**config.mk**
```make
export PLATFORM = sky130hd
export DESIGN_NAME = pwm_multichannel
export DESIGN_NICKNAME = d
export VERILOG_FILES = /design/src/rtl/pwm_multichannel.sv
export SDC_FILE = /design/constraint.sdc
export NUM_CORES = 1
export LEC_CHECK = 0
export ABC_AREA = 1
export CORE_MARGIN = 5
export CORE_UTILIZATION = 40
export DETAILED_ROUTE_END_ITERATION = 8
export PLACE_DENSITY = 0.54
export SETUP_SLACK_MARGIN = 0.4
export SLEW_MARGIN = 10
export SYNTH_ARGS = -nofsm -noshare
export SYNTH_HDL_FRONTEND = slang
export SYNTH_SLANG_ARGS = --single-unit
```
**constraint.sdc**
```tcl
create_clock -name clk -period 3 [get_ports clk]
set_input_delay 0.9 -clock clk [delete_from_list [all_inputs] [get_ports clk]]
set_output_delay 0.9 -clock clk [all_outputs]
set_load 0.05 [all_outputs]
```
**src/rtl/pwm_multichannel.sv**
```systemverilog
// Multichannel PWM generator: one shared prescaled period counter (edge or center aligned)
// feeding per-channel double-buffered duty registers and registered outputs.
module pwm_multichannel #(
    parameter int NUM_CH = 16,
    parameter int RES    = 8,
    parameter int PRE_W  = 8
) (
    input  logic              clk,
    input  logic              rst_n,
    input  logic              wr_en,
    input  logic [4:0]        wr_ch,
    input  logic [1:0]        wr_sel,
    input  logic [RES-1:0]    wr_data,
    input  logic [PRE_W-1:0]  cfg_prescale,
    output logic [NUM_CH-1:0] out,
    output logic              period_start,
    output logic [RES-1:0]    cnt
);

    localparam logic [RES-1:0] CNT_MAX    = '1;
    localparam logic [RES-1:0] CNT_MAX_M1 = CNT_MAX - 1'b1;
    localparam logic [RES-1:0] CNT_ONE    = RES'(1);
    localparam logic [5:0]     NUM_CH_W   = 6'(NUM_CH);

    localparam logic [1:0] SEL_DUTY   = 2'd0;
    localparam logic [1:0] SEL_EN_OUT = 2'd1;
    localparam logic [1:0] SEL_EN_PWM = 2'd2;
    localparam logic [1:0] SEL_CFG    = 2'd3;

    logic [PRE_W-1:0] presc_cnt_q, presc_cnt_d;
    logic [PRE_W-1:0] prescale_q, prescale_d;
    logic [PRE_W-1:0] cfg_prescale_q;
    logic             center_q, center_d;
    logic             center_pend_q, center_pend_d;
    logic [RES-1:0]   cnt_q, cnt_d;
    logic             down_q, down_d;
    logic             period_start_q, period_start_d;
    logic             tick;
    logic             boundary;
    logic             wr_ch_ok;

    assign wr_ch_ok = ({1'b0, wr_ch} < NUM_CH_W);

    always_comb begin
        tick        = (presc_cnt_q == prescale_q);
        presc_cnt_d = tick ? '0 : presc_cnt_q + 1'b1;
        cnt_d       = cnt_q;
        down_d      = down_q;
        boundary    = 1'b0;
        if (tick) begin
            if (!center_q) begin
                down_d = 1'b0;
                if (cnt_q >= CNT_MAX_M1) begin
                    cnt_d    = '0;
                    boundary = 1'b1;
                end else begin
                    cnt_d = cnt_q + 1'b1;
                end
            end else if (!down_q) begin
                // Peak at MAX is visited once, then the down slope starts at MAX-1
                if (cnt_q == CNT_MAX) begin
                    cnt_d  = CNT_MAX_M1;
                    down_d = 1'b1;
                end else begin
                    cnt_d = cnt_q + 1'b1;
                end
            end else begin
                if (cnt_q <= CNT_ONE) begin
                    cnt_d    = '0;
                    down_d   = 1'b0;
                    boundary = 1'b1;
                end else begin
                    cnt_d = cnt_q - 1'b1;
                end
            end
        end
    end

    // Shadowed config is only committed at a boundary, using the value held before that cycle
    always_comb begin
        period_start_d = boundary;
        prescale_d     = boundary ? cfg_prescale_q : prescale_q;
        center_d       = boundary ? center_pend_q : center_q;
        center_pend_d  = center_pend_q;
        if (wr_en && (wr_sel == SEL_CFG)) begin
            center_pend_d = wr_data[0];
        end
    end

    always_ff @(posedge clk) begin
        if (!rst_n) begin
            presc_cnt_q    <= '0;
            prescale_q     <= '0;
            cfg_prescale_q <= '0;
            center_q       <= 1'b0;
            center_pend_q  <= 1'b0;
            cnt_q          <= '0;
            down_q         <= 1'b0;
            period_start_q <= 1'b0;
        end else begin
            presc_cnt_q    <= presc_cnt_d;
            prescale_q     <= prescale_d;
            cfg_prescale_q <= cfg_prescale;
            center_q       <= center_d;
            center_pend_q  <= center_pend_d;
            cnt_q          <= cnt_d;
            down_q         <= down_d;
            period_start_q <= period_start_d;
        end
    end

    for (genvar gi = 0; gi < NUM_CH; gi++) begin : g_ch
        logic [RES-1:0] duty_pend_q, duty_pend_d;
        logic [RES-1:0] duty_act_q, duty_act_d;
        logic           en_out_q, en_out_d;
        logic           en_pwm_q, en_pwm_d;
        logic           out_q, out_d;
        logic           wr_hit;
        logic           pwm_lvl;

        assign wr_hit = wr_en && wr_ch_ok && (wr_ch == 5'(gi));

        always_comb begin
            duty_pend_d = duty_pend_q;
            en_out_d    = en_out_q;
            en_pwm_d    = en_pwm_q;
            if (wr_hit) begin
                case (wr_sel)
                    SEL_DUTY:   duty_pend_d = wr_data;
                    SEL_EN_OUT: en_out_d    = wr_data[0];
                    SEL_EN_PWM: en_pwm_d    = wr_data[0];
                    default:    ;
                endcase
            end
            duty_act_d = boundary ? duty_pend_q : duty_act_q;
            // Full-scale duty must stay high even at the center-mode peak where cnt == MAX
            pwm_lvl    = (duty_act_q == CNT_MAX) || (cnt_q < duty_act_q);
            out_d      = en_out_q && (!en_pwm_q || pwm_lvl);
        end

        always_ff @(posedge clk) begin
            if (!rst_n) begin
                duty_pend_q <= '0;
                duty_act_q  <= '0;
                en_out_q    <= 1'b0;
                en_pwm_q    <= 1'b0;
                out_q       <= 1'b0;
            end else begin
                duty_pend_q <= duty_pend_d;
                duty_act_q  <= duty_act_d;
                en_out_q    <= en_out_d;
                en_pwm_q    <= en_pwm_d;
                out_q       <= out_d;
            end
        end

        assign out[gi] = out_q;
    end

    assign period_start = period_start_q;
    assign cnt          = cnt_q;

endmodule

```
# [Word level (Yosys, flattened, before mapping)]
# Cells that the tools add are included.
[classes] bitwise=1 reduce_logical=133 muxes=14 add_sub_neg=3 magnitude_cmp=19 eq_ne=36
[op_table] operator="equality test 8 bit, second input constant" count=17
[op_table] operator="< comparator 8 bit" count=16
[op_table] operator="AND reduction 2 bit" count=48
[op_table] operator="equality test 5 x 4 -> 1 bit, second input constant" count=8
[op_table] operator="two-way mux 8 bit" count=5
[op_table] operator="logical AND 1 bit" count=34
[op_table] operator="logical OR 1 bit" count=32
[op_table] operator="equality test 5 x 3 -> 1 bit, second input constant" count=4
[op_table] operator="adder 8 x 1 -> 8 bit, second input constant" count=2
[op_table] operator="zero test 1 bit" count=16
[op_table] operator="equality test 5 x 2 -> 1 bit, second input constant" count=2
[op_table] operator="two-way mux 1 bit" count=9
[op_table] operator="equality test 8 bit" count=1
[op_table] operator="greater-or-equal comparator 8 bit, second input constant" count=1
[op_table] operator="less-or-equal comparator 8 x 1 -> 1 bit, second input constant" count=1
[op_table] operator="subtractor 8 x 1 -> 8 bit, second input constant" count=1
[op_table] operator="equality test 5 x 1 -> 1 bit, second input constant" count=1
[op_table] operator="zero test 5 bit" count=1
[op_table] operator="< comparator 5 bit, second input constant" count=1
[op_table] operator="equality test 2 bit, second input constant" count=2
[op_table] operator="equality test 2 x 1 -> 1 bit, second input constant" count=1
[op_table] operator="zero test 2 bit" count=1
[op_table] operator="OR reduction 2 bit" count=1
[op_table] operator="inverter 1 bit" count=1
[totals] out_inout_bits=25 register_bits=340 input_bits=26 elab_cells=294

# [Depth between registers and ports, before layout]
[logic_depth] depth_word=5 depth_mapped=15

# [Least setup slack after synthesis]
# Ideal clock, no wire load.
[synth_path] path_type="register to register" startpoint="reg cnt_q[1] (netlist: cnt[1])" endpoint="reg g_ch[10].duty_act_q[0]" arrival_time_ns=2.321 path_stages_with_launch=15 setup_ns=0.110 path_buffers=2 setup_slack_ns=0.569 required_ns=2.890 synth_period_minus_slack_ns=2.431 path_cell_list="dfxtp_1 -> inv_1 -> ha_1 -> inv_1 -> nand2_1 -> nand2_1 -> nor2_2 -> nand2_1 -> nand2_1 -> nand3_2 -> buf_4 -> buf_6 -> nand2_1 -> inv_1 -> nor2_1"
[synth_via] elab_chain_cells=5
[synth_lines] item="start: declaration" line_no="35" rtl="logic [RES-1:0] cnt_q, cnt_d;"
[synth_lines] item="start signal: assignment" line_no="106" rtl="cnt_q <= cnt_d;"
[synth_lines] item="less-or-equal comparator 8 x 1 -> 1 bit" line_no="68" rtl="if (cnt_q <= CNT_ONE) begin"
[synth_lines] item="two-way mux 1 bit" line_no="68"
[synth_lines] item="two-way mux 1 bit" line_no="59" rtl="end else if (!down_q) begin"
[synth_lines] item="two-way mux 1 bit (*)" line_no="51" rtl="if (!center_q) begin"
[synth_lines] item="two-way mux 1 bit (*)" line_no="50" rtl="if (tick) begin"
[synth_lines] item="end signal: assignment" line_no="150" rtl="duty_act_q <= duty_act_d;"
[synth_lines] item="end: declaration" line_no="114" rtl="logic [RES-1:0] duty_act_q, duty_act_d;"
# Mark *: on every way between the ends. The rest lies on a longest branch, timed or not.
# A chain may end at the register's enable or synchronous reset.

# [Worst setup path in the final report]
[layout_path] startpoint="reg period_start_q (netlist: period_start)" endpoint="out period_start"
[layout_lines] item="start: declaration" line_no="37" rtl="logic period_start_q, period_start_d;"
[layout_lines] item="start signal: assignment" line_no="108" rtl="period_start_q <= period_start_d;"
[layout_lines] item="end: declaration" line_no="16" rtl="output logic period_start,"
# No word-level cell between the ends.

==> impl_metrics.py <==
metrics = {
    "worst_setup_path": {
        "cp_data_required_time_ps": 2100,
        "max_stage_delay_ps": 800,
        "worstPathMaxFanout": 1,
        "slowest_stage": "clkdlybuf4s50_1",
        "crit_type": "reg -> out",
        "crit_path_end_kind": "output port",
        "critPathBufInv": 1,
        "cpLargestDelayFamily": "buffers and inverters",
        "cp_cell_sequence": "clkdlybuf4s50_1",
        "arrival_ps": 1640,
        "startpoint_type": "flip-flop",
    },
    "floorplan": {
        "dieWidth_um": 221,
        "start_util_pct": 40.3,
        "rows": 77,
        "dieArea_um2": 48700,
        "die_h_um": 221,
        "core_um2": 44000,
        "io_pins": 51,
    },
    "timing": {
        "final-hold-violation-count": 0,
        "setup_tns_ps": 0,
        "slew_viol_final": 0,
        "worst_pin_slew_ps": 761,
        "skew_ps": 34.4,
        "hold_slack_ps": 430,
        "slew_headroom_pct": 49.0,
        "fin_crit_sh_pct": 84.8,
        "setup_viol": 0,
        "grt_setup_unrepaired": "no",
        "max_clock_freq_ghz": 0.393,
        "finalCriticalPeriod_ps": 2540,
    },
    "logic_synthesis": {
        "syn-num-nets": 2716,
        "synth_compound_area_share_pct": 13.1,
        "ys_warn_count": 0,
        "synthesis.area_um2": 17700,
        "synth_xor_area_share_pct": 0.296,
        "synthMuxAreaShare_pct": 0,
        "synthAdderAreaFrac_pct": 8.25,
        "synth_top_family_by_area": "simple AND/OR/NAND/NOR gates",
        "ys_types": 28,
        "postSynthCellCount": 2573,
        "synth_seq_cells": 340,
        "yosysSeqAreaShare_pct": 38.4,
        "synthSimpleGateAreaFrac_pct": 23.7,
        "synth_area_per_cell_um2": 6.89,
    },
    "route": {
        "final_antenna_net_count": 0,
        "drc_errors": 0,
        "wl_met3_um": 2600,
        "via_count": 15500,
        "drt_first_pass_iters": 5,
        "routed_wl_um": 50000,
        "m1WireLength_um": 23700,
        "vias_per_cell": 4.85,
        "met2WireLength_um": 22200,
        "top_layer_used": "met4",
        "drt_iter0_markers": 1021,
        "post_drt_wl_per_cell_um": 15.7,
    },
    "layout": {
        "final_cell_mix": "inv_1, nand2_1, dfxtp_1, a21oi_1, nor2_1",
        "area_growth_pct": 13.5,
        "layout_commonest_cell": "inv_1",
        "drive_gt1_share_pct": 6.31,
        "final_core_util_pct": 45.7,
        "n_antenna_cell": 0,
        "fillers": 4552,
        "final_nets": 2711,
    },
    "power_and_ir_drop": {
        "powerDensity_nw_per_um2": 500,
        "p_int_uw": 7660,
        "sw_frac_of_total_pct": 24.0,
        "leakagePower_uw": 0.00902,
        "p_sw_uw": 2420,
        "peakVddDrop_uv": 318,
        "p_clk_share_pct": 48.7,
        "comb_power_share_pct": 6.2,
        "pwr-share-seq_pct": 45.1,
    },
    "global_route": {
        "antenna_found_initial": 1,
        "grt_remaining_overflow": 0,
        "grt_pass1_vias": 14800,
        "grt_max_degree": 122,
        "track_usage_pct": 20.6,
        "grt_pass1_wl_um": 79800,
    },
    "clock_tree": {
        "path_clk_slew_ps": 60,
        "htreeDepth": 2,
        "cts_hold_buf": 0,
        "numCtsBuffers": 41,
        "cts_tree": "yes",
        "clkLatencyLatePin_ps": 570,
        "clock_sinks": 340,
        "clock_path_buffers": 3,
        "post_cts_buffers": 0,
        "root_buffer": "clkbuf_16",
    },
    "placed_design": {
        "port_buffers": 50,
        "place_hpwl_um": 31400,
        "place_congestion": 0.827,
    },
    "job": {
        "maxCapViolCount": 0,
    },
    "run_status": {
        "status": "completed",
    },
    "min_path": {
        "min_path_type": "reg -> reg",
    },
}
cell type report:
cell class                      count  area, µm²  share of cell area (%)
Tap cell                          592        741                    3.68
Timing Repair Buffer              111       1110                    5.52
Sequential cell                   340       6810                    33.8
Multi-Input combinational cell   1536       8110                    40.3
Clock buffer                       58       1220                    6.07
Clock inverter                     15        118                   0.584
Inverter                          538       2020                    10.0
routing by layer:
metal / global-route usage [%] / vias to the layer above
li1: - / 8120
met1: 27.9 / 6973
met2: 33.7 / 310
met3: 3.93 / 83
met4: 6.00 / 0
met5: 0 / -
cell usage after synthesis, drive strengths merged:
master	instances	area, µm²
xnor2	1	8.76
nor3	35	195
a21oi	245	1230
clkbuf	60	225
dfxtp	340	6810
nand2	495	1860
xor2	5	43.8
nor3b	1	7.51
nand4	149	932
o21a	8	60.1
o31a	16	140
nor2	187	712
nor4	13	81.3
clkinv	2	7.51
ha	117	1460
o21ai	181	906
nand3	83	420
buf	99	631
inv	536	2010
final timing paths:
check                                       start                endpoint  slack, ps  cells past startpoint
worst max-delay path                 period_start            period_start        460                      1
worst min-delay path            g_ch[14].en_out_q          g_ch[14].out_q        430                      2
worst max register to register             cnt[1]  g_ch[15].duty_act_q[1]        660                     13
worst min register to register  g_ch[14].en_out_q          g_ch[14].out_q        430                      2
registers in the layout, summed over array words and instances, names as in the netlist, 8 cells and up:
register,flops
g_ch.duty_act_q,128
g_ch.duty_pend_q,128
g_ch.en_out_q,16
g_ch.en_pwm_q,16
g_ch.out_q,16
cfg_prescale_q,8
cnt,8
presc_cnt_q,8
prescale_q,8
cells by family (layout without fill, tap and decap cells):
logic type	count (synthesis)	count (layout)
compound gates	450	450
buf+inv	697	722
xor+xnor	6	6
flops	340	340
simple gates	963	963
fa+ha+maj	117	117
through the flow:
stage	power, µW	worst slack [ps]	cell area, µm²	instances
after floorplan	5010	569	17700	2573
after global placement	5260	33.5	18800	3117
after detailed placement	5260	-21.7	18800	3117
after CTS	10200	400	20100	3190
after global routing	10500	402	20100	3190
final	10100	456	20100	3190
what timing repair did:
action,4_1_cts,5_1_grt
endpoints found under the hold margin,0,0
resized for setup,11,12
endpoints found under the setup margin,11,24
power groups by stage:
stage | Sequential, µW | Combinational [µW] | Clock (µW)
2_1_floorplan | 4660 | 350 | 0
3_3_place_gp | 4640 | 616 | 0
3_5_place_dp | 4640 | 622 | 0
4_1_cts | 4540 | 625 | 5040
5_1_grt | 4540 | 705 | 5230
6_report | 4540 | 621 | 4910
Note: power is estimated with default switching activity, not from simulation.
